$ cat src/rtl/rptr_level_pkg.sv
// Shared definitions for the read-side pointer/level block of the async FIFO.
// Holds the default pointer width and the binary-to-Gray helper that both
// FIFO domains use when publishing their pointers.
package rptr_level_pkg;

  // Default memory address width. Pointers carry one extra wrap bit.
  localparam int DEF_ADDRSIZE = 4;
  localparam int PTRW         = DEF_ADDRSIZE + 1;

  // Working width of the helper function. Callers zero-extend into it and
  // size-cast the result back to their own pointer width.
  localparam int MAXW = 32;
  typedef logic [MAXW-1:0] wide_t;

  // Pointer width for an arbitrary address width, for parametrised users.
  function automatic int ptrw_of(input int addrsize);
    return addrsize + 1;
  endfunction

  // Reflected binary Gray code: neighbouring values differ in one bit, so a
  // pointer can be sampled safely by a 2-flop synchronizer in the other domain.
  function automatic wide_t bin2gray(input wide_t bin);
    return bin ^ (bin >> 1);
  endfunction

endpackage

$ cat src/rtl/rptr_level_if.sv
// Read-side bus of the async FIFO: pop request, synchronized write pointer,
// threshold programming, underflow clear, and the status/pointer outputs.
// master = FIFO read client, slave = rptr_level.
interface rptr_level_if #(
  parameter int ADDRSIZE = 4
);

  localparam int PW = ADDRSIZE + 1;

  // Requests and configuration from the read client
  logic          rinc;
  logic [PW-1:0] rq2_wptr;
  logic          rarempty_ld;
  logic [PW-1:0] rarempty_th;
  logic          runderflow_clr;

  // Status and pointers produced by the read-side block
  logic                rempty;
  logic                arempty;
  logic [PW-1:0]       rlevel;
  logic [ADDRSIZE-1:0] raddr;
  logic [PW-1:0]       rptr;
  logic                runderflow;

  modport master (
    output rinc, rq2_wptr, rarempty_ld, rarempty_th, runderflow_clr,
    input  rempty, arempty, rlevel, raddr, rptr, runderflow
  );

  modport slave (
    input  rinc, rq2_wptr, rarempty_ld, rarempty_th, runderflow_clr,
    output rempty, arempty, rlevel, raddr, rptr, runderflow
  );

endinterface

$ cat src/rtl/rptr_level_gray2bin.sv
// Gray-to-binary converter of parametrised width. Purely combinational:
// each binary bit is the XOR of all Gray bits at or above its position.
// Shared with the write-side level block.
module rptr_level_gray2bin #(
  parameter int WIDTH = 5
) (
  input  logic [WIDTH-1:0] gray,
  output logic [WIDTH-1:0] bin
);

  for (genvar i = 0; i < WIDTH; i++) begin : g_bit
    assign bin[i] = ^gray[WIDTH-1:i];
  end

endmodule

$ cat src/rtl/rptr_level.sv
// Read-side pointer and status block of the async FIFO (read clock domain).
// Keeps the binary and Gray read pointers, a registered fill level derived
// from the synchronized write pointer, a programmable almost-empty flag and,
// when RPTR_UNDERFLOW_EN is defined, a sticky pop-while-empty flag. Without
// that macro runderflow is tied low and runderflow_clr is ignored; the port
// list is the same in both builds.
module rptr_level
  import rptr_level_pkg::*;
#(
  parameter int ADDRSIZE    = 4,
  parameter int AREMPTYSIZE = 1
) (
  input logic         rclk,
  input logic         rrst,
  rptr_level_if.slave bus
);

  localparam int PW = ptrw_of(ADDRSIZE);

  // Threshold value restored by reset
  localparam logic [PW-1:0] THR_RST = PW'(AREMPTYSIZE);

  logic [PW-1:0] rbin;
  logic [PW-1:0] rbinnext;
  logic [PW-1:0] rgraynext;
  logic [PW-1:0] rptr_q;
  logic [PW-1:0] wbin;
  logic [PW-1:0] level_next;
  logic [PW-1:0] rlevel_q;
  logic [PW-1:0] thr;
  logic [PW-1:0] thr_eff;
  logic          rpop;
  logic          rempty_q;
  logic          arempty_q;
  logic          runderflow_q;

  // A pop only happens when the FIFO is known to hold data; rinc while empty
  // is dropped so the pointer can never pass the write pointer.
  assign rpop      = bus.rinc & ~rempty_q;
  assign rbinnext  = rbin + PW'(rpop);
  assign rgraynext = PW'(bin2gray(wide_t'(rbinnext)));

  rptr_level_gray2bin #(
    .WIDTH (PW)
  ) u_wptr_g2b (
    .gray (bus.rq2_wptr),
    .bin  (wbin)
  );

  // Occupancy after this cycle's pop, using the already-synchronized write
  // pointer. Modulo arithmetic makes pointer wrap transparent.
  assign level_next = wbin - rbinnext;

  // A threshold loaded this cycle is compared against straight away.
  assign thr_eff = bus.rarempty_ld ? bus.rarempty_th : thr;

  // Pointer, level, empty/almost-empty flags and threshold register
  always_ff @(posedge rclk) begin
    if (rrst) begin
      rbin      <= '0;
      rptr_q    <= '0;
      rlevel_q  <= '0;
      rempty_q  <= 1'b1;
      arempty_q <= 1'b1;
      thr       <= THR_RST;
    end else begin
      rbin      <= rbinnext;
      rptr_q    <= rgraynext;
      rlevel_q  <= level_next;
      rempty_q  <= (rgraynext == bus.rq2_wptr);
      arempty_q <= (level_next <= thr_eff);
      if (bus.rarempty_ld) begin
        thr <= bus.rarempty_th;
      end
    end
  end

`ifdef RPTR_UNDERFLOW_EN
  // Sticky underflow: any pop attempt while empty sets it; setting beats clearing
  always_ff @(posedge rclk) begin
    if (rrst) begin
      runderflow_q <= 1'b0;
    end else if (bus.rinc & rempty_q) begin
      runderflow_q <= 1'b1;
    end else if (bus.runderflow_clr) begin
      runderflow_q <= 1'b0;
    end
  end
`else
  logic unused_clr;
  assign unused_clr   = bus.runderflow_clr;
  assign runderflow_q = 1'b0;
`endif

  assign bus.rempty     = rempty_q;
  assign bus.arempty    = arempty_q;
  assign bus.rlevel     = rlevel_q;
  assign bus.raddr      = rbin[ADDRSIZE-1:0];
  assign bus.rptr       = rptr_q;
  assign bus.runderflow = runderflow_q;

endmodule
$ cat src/flat_wrapper.sv
// flat-port wrapper written by rule: the top's interface ports become plain ports
module rptr_level_flat import rptr_level_pkg::*;
#(
  parameter int ADDRSIZE    = 4,
  parameter int AREMPTYSIZE = 1
)
  (rclk, rrst, bus_rinc, bus_rq2_wptr, bus_rarempty_ld, bus_rarempty_th, bus_runderflow_clr, bus_rempty, bus_arempty, bus_rlevel, bus_raddr, bus_rptr, bus_runderflow);
  rptr_level_if #(.ADDRSIZE(ADDRSIZE)) bus_i ();
  input logic rclk;
  input logic rrst;
  input wire logic [$bits(bus_i.rinc)-1:0] bus_rinc;
  input wire logic [$bits(bus_i.rq2_wptr)-1:0] bus_rq2_wptr;
  input wire logic [$bits(bus_i.rarempty_ld)-1:0] bus_rarempty_ld;
  input wire logic [$bits(bus_i.rarempty_th)-1:0] bus_rarempty_th;
  input wire logic [$bits(bus_i.runderflow_clr)-1:0] bus_runderflow_clr;
  output wire logic [$bits(bus_i.rempty)-1:0] bus_rempty;
  output wire logic [$bits(bus_i.arempty)-1:0] bus_arempty;
  output wire logic [$bits(bus_i.rlevel)-1:0] bus_rlevel;
  output wire logic [$bits(bus_i.raddr)-1:0] bus_raddr;
  output wire logic [$bits(bus_i.rptr)-1:0] bus_rptr;
  output wire logic [$bits(bus_i.runderflow)-1:0] bus_runderflow;
  assign bus_i.rinc = bus_rinc;
  assign bus_i.rq2_wptr = bus_rq2_wptr;
  assign bus_i.rarempty_ld = bus_rarempty_ld;
  assign bus_i.rarempty_th = bus_rarempty_th;
  assign bus_i.runderflow_clr = bus_runderflow_clr;
  assign bus_rempty = bus_i.rempty;
  assign bus_arempty = bus_i.arempty;
  assign bus_rlevel = bus_i.rlevel;
  assign bus_raddr = bus_i.raddr;
  assign bus_rptr = bus_i.rptr;
  assign bus_runderflow = bus_i.runderflow;
  rptr_level #(.ADDRSIZE(ADDRSIZE), .AREMPTYSIZE(AREMPTYSIZE)) u_core (.rclk(rclk), .rrst(rrst), .bus(bus_i));
endmodule
$ cat config.mk
export PLATFORM = sky130hd
export DESIGN_NAME = rptr_level_flat
export DESIGN_NICKNAME = d
export VERILOG_FILES = /design/src/rtl/rptr_level_pkg.sv /design/src/rtl/rptr_level_if.sv /design/src/rtl/rptr_level_gray2bin.sv /design/src/rtl/rptr_level.sv /design/src/flat_wrapper.sv
export SDC_FILE = /design/constraint.sdc
export NUM_CORES = 1
export LEC_CHECK = 0
export BUFFER_PORTS_ARGS = -buffer_cell sky130_fd_sc_hd__buf_4
export CORE_ASPECT_RATIO = 1.1
export CORE_MARGIN = 3
export CORE_UTILIZATION = 54
export CTS_CLUSTER_DIAMETER = 60
export DETAILED_ROUTE_END_ITERATION = 6
export GPL_TIMING_DRIVEN = 0
export PLACE_DENSITY = 0.82
export SYNTH_ARGS = -nofsm -noshare
export SYNTH_HDL_FRONTEND = slang
export SYNTH_SLANG_ARGS = --single-unit
$ cat constraint.sdc
create_clock -name rclk -period 9.85 [get_ports rclk]
set_input_delay 1.4775 -clock rclk [delete_from_list [all_inputs] [get_ports rclk]]
set_output_delay 1.4775 -clock rclk [all_outputs]
set_load 0.1 [all_outputs]
# ---- Word-level counts from Yosys, hierarchy flattened
# Index checks and enable logic that the tools add are counted.
dict set report totals {
  ff_bits 22
  word_cells 18
}
dict set report op_classes {
  addsub 2
  bitwise_logic 3
  magnitude_cmp 1
  muxes 1
  eq_ne 1
  n_reduce_logical 4
}
# op count
set ops {}
lappend ops {{adder 5 x 1 -> 5 bit} 1}
lappend ops {{== test 5 bit} 1}
lappend ops {{<= comparator 5 bit} 1}
lappend ops {{two-way mux 5 bit} 1}
lappend ops {{XOR reduction 5 bit} 1}
lappend ops {{subtractor 5 bit} 1}
lappend ops {{XOR 5 x 4 -> 5 bit} 1}
lappend ops {{XOR reduction 4 bit} 1}
lappend ops {{XOR reduction 3 bit} 1}
lappend ops {{XOR reduction 2 bit} 1}
lappend ops {{bitwise AND 1 bit} 1}
lappend ops {{inverter 1 bit} 1}

# ---- Longest topological paths before layout
dict set report logic_depth {
  depth_word 5
  ltp_mapped 12
  mapped_depth_nobuf 12
}

# ---- Hierarchy
# A second synthesis with hierarchy kept.
dict set report hier_totals {
  hier_cells 119
  hier_area_um2 1201.2
}
# mod n_inst area_each_um2 cells_each seq_area_each_um2
set by_module_without_submodules {}
lappend by_module_without_submodules {rptr_level 1 1128.6 113 420.4}
lappend by_module_without_submodules {rptr_level_gray2bin 1 72.6 6 0.0}

# ---- Worst setup path after synthesis
# OpenSTA, ideal clock, no wires.
dict set report synth_path {
  path_kind {input to register}
  from {input bus_rq2_wptr[4]}
  to {register u_core.arempty_q (netlist: u_core.bus.arempty)}
  path_stages 12
  slack_ns 5.741
  arrival_time_ns 3.985
  cell_sequence {xnor3_2 > xor2_1 > xor2_1 > ha_1 > fa_1 > nor2b_1 > a221o_2 > xor2_1 > ha_1 > and3_1 > a31oi_1 > o21ai_0}
}
dict set report synth_between {
  elab_chain_cells 3
}
# item line_no
set synth_rtl {}
lappend synth_rtl {{start: declaration} flat_wrapper.sv:12} ;# input wire logic [$bits(bus_i.rq2_wptr)-1:0] bus_rq2_wptr;
lappend synth_rtl {{XOR reduction 5 bit (tied with other cells)} rptr_level_gray2bin.sv:12} ;# assign bin[i] = ^gray[WIDTH-1:i];
lappend synth_rtl {{subtractor 5 bit *} rptr_level.sv:52} ;# assign level_next = wbin - rbinnext;
lappend synth_rtl {{via u_core.level_next[4]} rptr_level.sv:28} ;# logic [PW-1:0] level_next;
lappend synth_rtl {{<= comparator 5 bit *} rptr_level.sv:71} ;# arempty_q <= (level_next <= thr_eff);
lappend synth_rtl {{end signal: assignment} rptr_level.sv:71}
lappend synth_rtl {{end: declaration} rptr_level.sv:34} ;# logic arempty_q;
# The timed path passes the listed nets; every way through them passes the cells marked *.
# A chain may end at the register's enable or synchronous reset.

# ---- Final worst setup path
# Ends and elaborated chain as after synthesis.

==> flow_metrics.py <==
metrics = {
    "cts": {
        "cts-hold-fix-buffers": 0,
        "htree_levels": 1,
        "clock_sinks": 21,
        "clock_path_buffers": 2,
        "cts_tree": "done",
        "numCtsBuffers": 3,
        "post_cts_buffers": 0,
        "root_buffer": "clkbuf_4",
        "ctsResizeCount": 0,
        "path_clk_slew_ns": 0.12,
        "clkLatencyLatePin_ns": 0.30,
    },
    "sta": {
        "max_freq_mhz": 243,
        "report.final.slew_viol_count": 0,
        "period_share_pct": 41.8,
        "relSlewSlack_pct": 63.7,
        "rsz0062_at_grt": "false",
        "period_needed_ns": 4.12,
        "finClkSkew_ns": 0.00445,
        "hold_violations": 0,
        "finalSetupViolCount": 0,
        "fin_setup_tns_ns": 0,
        "max_slew.worst_pin.slew_ns": 0.543,
    },
    "global_routing": {
        "grt_pass1_vias": 879,
        "grt_usage_pct": 18.7,
        "grt_pass1_wl_mm": 3.81,
        "antenna_found_initial": 0,
        "grt_max_degree": 12,
        "grt_overflow": 0,
    },
    "finish": {
        "final_core_util_pct": 74.7,
        "multi_input_area_sq_um": 681,
        "final_nets": 168,
        "final_common_cell": "buf_4",
        "syn_to_final_growth_pct": 23.8,
        "drive_gt1_share_pct": 27.0,
        "fillCellCount": 156,
        "final_cell_mix": "buf_4 (29), dfxtp_1 (21), nor2_1 (15)",
        "register_area_sq_um": 420,
        "antenna_cells": 0,
    },
    "setup_path": {
        "crit_path_cell_trace": "buf_4 > xnor3_2 > xor2_1 > xor2_1 > ha_1 > fa_1 > nor2b_1 > a221o_2 > xor2_1 > ha_1 > and3_1 > a31oi_1 > o21ai_0",
        "cp_common_cell": "xor2_1",
        "r2r-start": "u_core.bus.rempty",
        "arrival_ns": 4.32,
        "reg2reg_to": "u_core.bus.arempty",
        "reg2reg_slack_ns": 6.70,
        "rr_worst_depth": 11,
        "path_class": "input pin to flip-flop",
        "worstPathMaxFanout": 5,
        "crit_slowest_cell": "xnor3_2",
        "cp-start-kind": "input pin",
        "critical-path-max-stage-delay_ns": 0.46,
        "worstSetupEndpointType": "flip-flop",
        "required_ns": 10.05,
    },
    "run_status": {
        "status": "finished clean",
    },
    "hold_path": {
        "min-delay-start": "u_core.thr[2]",
        "hold_end": "u_core.thr[2]",
        "hold_class": "flip-flop to flip-flop",
        "hold_depth": 2,
    },
    "power": {
        "p_clk_share_pct": 16.3,
        "power_frac_comb_pct": 46.5,
        "power_density_nw_per_um2": 182,
        "ir_drop_mv": 0.135,
        "p_leak_uw": 0.000677,
        "p_switching_uw": 109,
        "internal_power_uw": 148,
        "sw_frac_of_total_pct": 42.4,
        "seq_power_share_pct": 37.2,
    },
    "logic_synthesis": {
        "synth_nets": 135,
        "synthTopCellsByArea": "dfxtp_1 (37%), ha_1 (11%), xor2_1 (10%)",
        "postSynthAreaPerCell_sq_um": 10.4,
        "synth_cell_types": 29,
        "ys_ff_latch": 21,
        "yosysWarnings": 0,
        "syn_inst": 109,
        "yosys.area.top_type_share_pct": 37.0,
        "syn_area_sq_um": 1130,
        "synth-seq-area-share_pct": 37.0,
        "yosys.area.top_type": "dfxtp_1",
    },
    "route": {
        "wl_met2_mm": 1.07,
        "drt_pass1_iterations": 4,
        "wl_met1_microns": 851,
        "detail_route.wl_per_cell_microns": 12.3,
        "vias": 832,
        "dr.max_layer_used": "met4",
        "wl_met3_microns": 118,
        "drcViolationCount": 0,
        "drt-total-wl_mm": 2.07,
        "first_iter_violations": 6,
        "ant_nets": 0,
        "via_per_inst": 4.95,
    },
    "floorplanning": {
        "die_y_microns": 54.1,
        "die_w_microns": 49.7,
        "dieArea_sq_um": 2690,
        "initial_core_util_pct": 60.3,
        "rows": 16,
        "io_pins": 32,
        "core_area_sq_um": 1880,
    },
    "placement": {
        "port_buffers": 28,
        "place_hpwl_mm": 1.68,
        "gp_congestion": 0.784,
    },
    "flow_run": {
        "cap_violations": 0,
    },
}
critical path, delay by kind of cell:
kind | cells | cell delay, ns
buffers and inverters | 1 | 0.11
xor gates and xnor gates | 4 | 1.15
adders and majority gates | 3 | 0.74
and+or+nand+nor | 2 | 0.23
AOI/OAI and AO/OA | 3 | 0.60
metrics by stage:
step / instances / worst slack (ns) / area, sq um / total power [uW] / hold slack, ns
after floorplan: 109 / 5.74 / 1130 / 192 / 0.462
after global placement: 164 / 5.44 / 1380 / 214 / 0.484
after detailed placement: 164 / 5.37 / 1380 / 217 / 0.494
after CTS: 168 / 5.69 / 1410 / 259 / 0.522
after global routing: 168 / 5.50 / 1410 / 271 / 0.560
final: 168 / 5.73 / 1410 / 256 / 0.520
state kept, by name, summed over array words and instances, names as in the netlist:
| signal | flops |
|---|---|
| u_core.bus.rlevel | 5 |
| u_core.bus.arempty | 1 |
| u_core.bus.rptr | 5 |
| u_core.bus.rempty | 1 |
| u_core.thr | 5 |
| u_core.rbin | 4 |
power by group through the flow:
| stage | registers [uW] | clock network [uW] | logic, uW |
|---|---|---|---|
| 3_5_place_dp | 97.4 | 0 | 120 |
| 3_3_place_gp | 97.1 | 0 | 116 |
| 5_1_grt | 96.3 | 46.2 | 128 |
| 2_1_floorplan | 145 | 0 | 46.6 |
| 6_report | 95.3 | 41.7 | 119 |
| 4_1_cts | 95.5 | 43.6 | 120 |
cells in the mapped netlist:
library cell,instances
nor2_1,15
and3_1,1
o21ai_0,1
xnor2_1,7
inv_1,4
clkbuf_1,3
dfxtp_1,21
and2_1,1
xnor3_2,1
a31oi_1,1
buf_4,1
ha_1,10
conb_1,1
nand2b_1,1
xnor2_2,2
mux2_2,1
xor2_1,13
o21a_1,3
xor3_1,1
a41o_1,1
a221o_2,1
nand3_1,1
fa_1,1
nand4_1,1
a221o_1,1
or2b_1,1
mux2i_1,5
or2_2,1
nor2b_1,8
area by class of cell:
| class | count | area share (%) |
|---|---|---|
| inverter | 4 | 1.07 |
| buffer | 4 | 1.34 |
| timing repair buffer | 28 | 15.0 |
| multi-input combinational | 80 | 48.4 |
| sequential | 21 | 29.9 |
| tap | 27 | 2.40 |
| clock buffer | 4 | 1.87 |
worst max path at each step:
stage,from,to,slack [ns],depth (start not counted)
2_1_floorplan,bus_rq2_wptr[4],u_core.bus.arempty,5.74,12
3_3_place_gp,bus_rq2_wptr[4],u_core.bus.arempty,5.44,13
3_5_place_dp,bus_rq2_wptr[4],u_core.bus.arempty,5.37,13
4_1_cts,bus_rq2_wptr[4],u_core.bus.arempty,5.69,13
5_1_grt,bus_rq2_wptr[4],u_core.bus.arempty,5.50,13
6_report,bus_rq2_wptr[4],u_core.bus.arempty,5.73,13
cells by family (layout without fill, tap and decap cells):
kind of cell	after synthesis	count (layout)	share of synthesized area, %
other	1	1	0.330
AOI/OAI and AO/OA	8	8	5.73
adders and majority gates	11	11	12.8
buffers and inverters	8	40	2.98
muxes	6	6	5.40
xor gates and xnor gates	24	24	22.5
and+or+nand+nor	30	30	13.2
DFF	21	21	37.0
layer usage:
metal / global-route usage [%] / up-vias
met5: 0 / -
met4: 8.76 / 0
met3: 3.88 / 4
met2: 35.2 / 24
met1: 20.2 / 376
li1: - / 428
No activity file was read; power rests on OpenSTA's default activity.
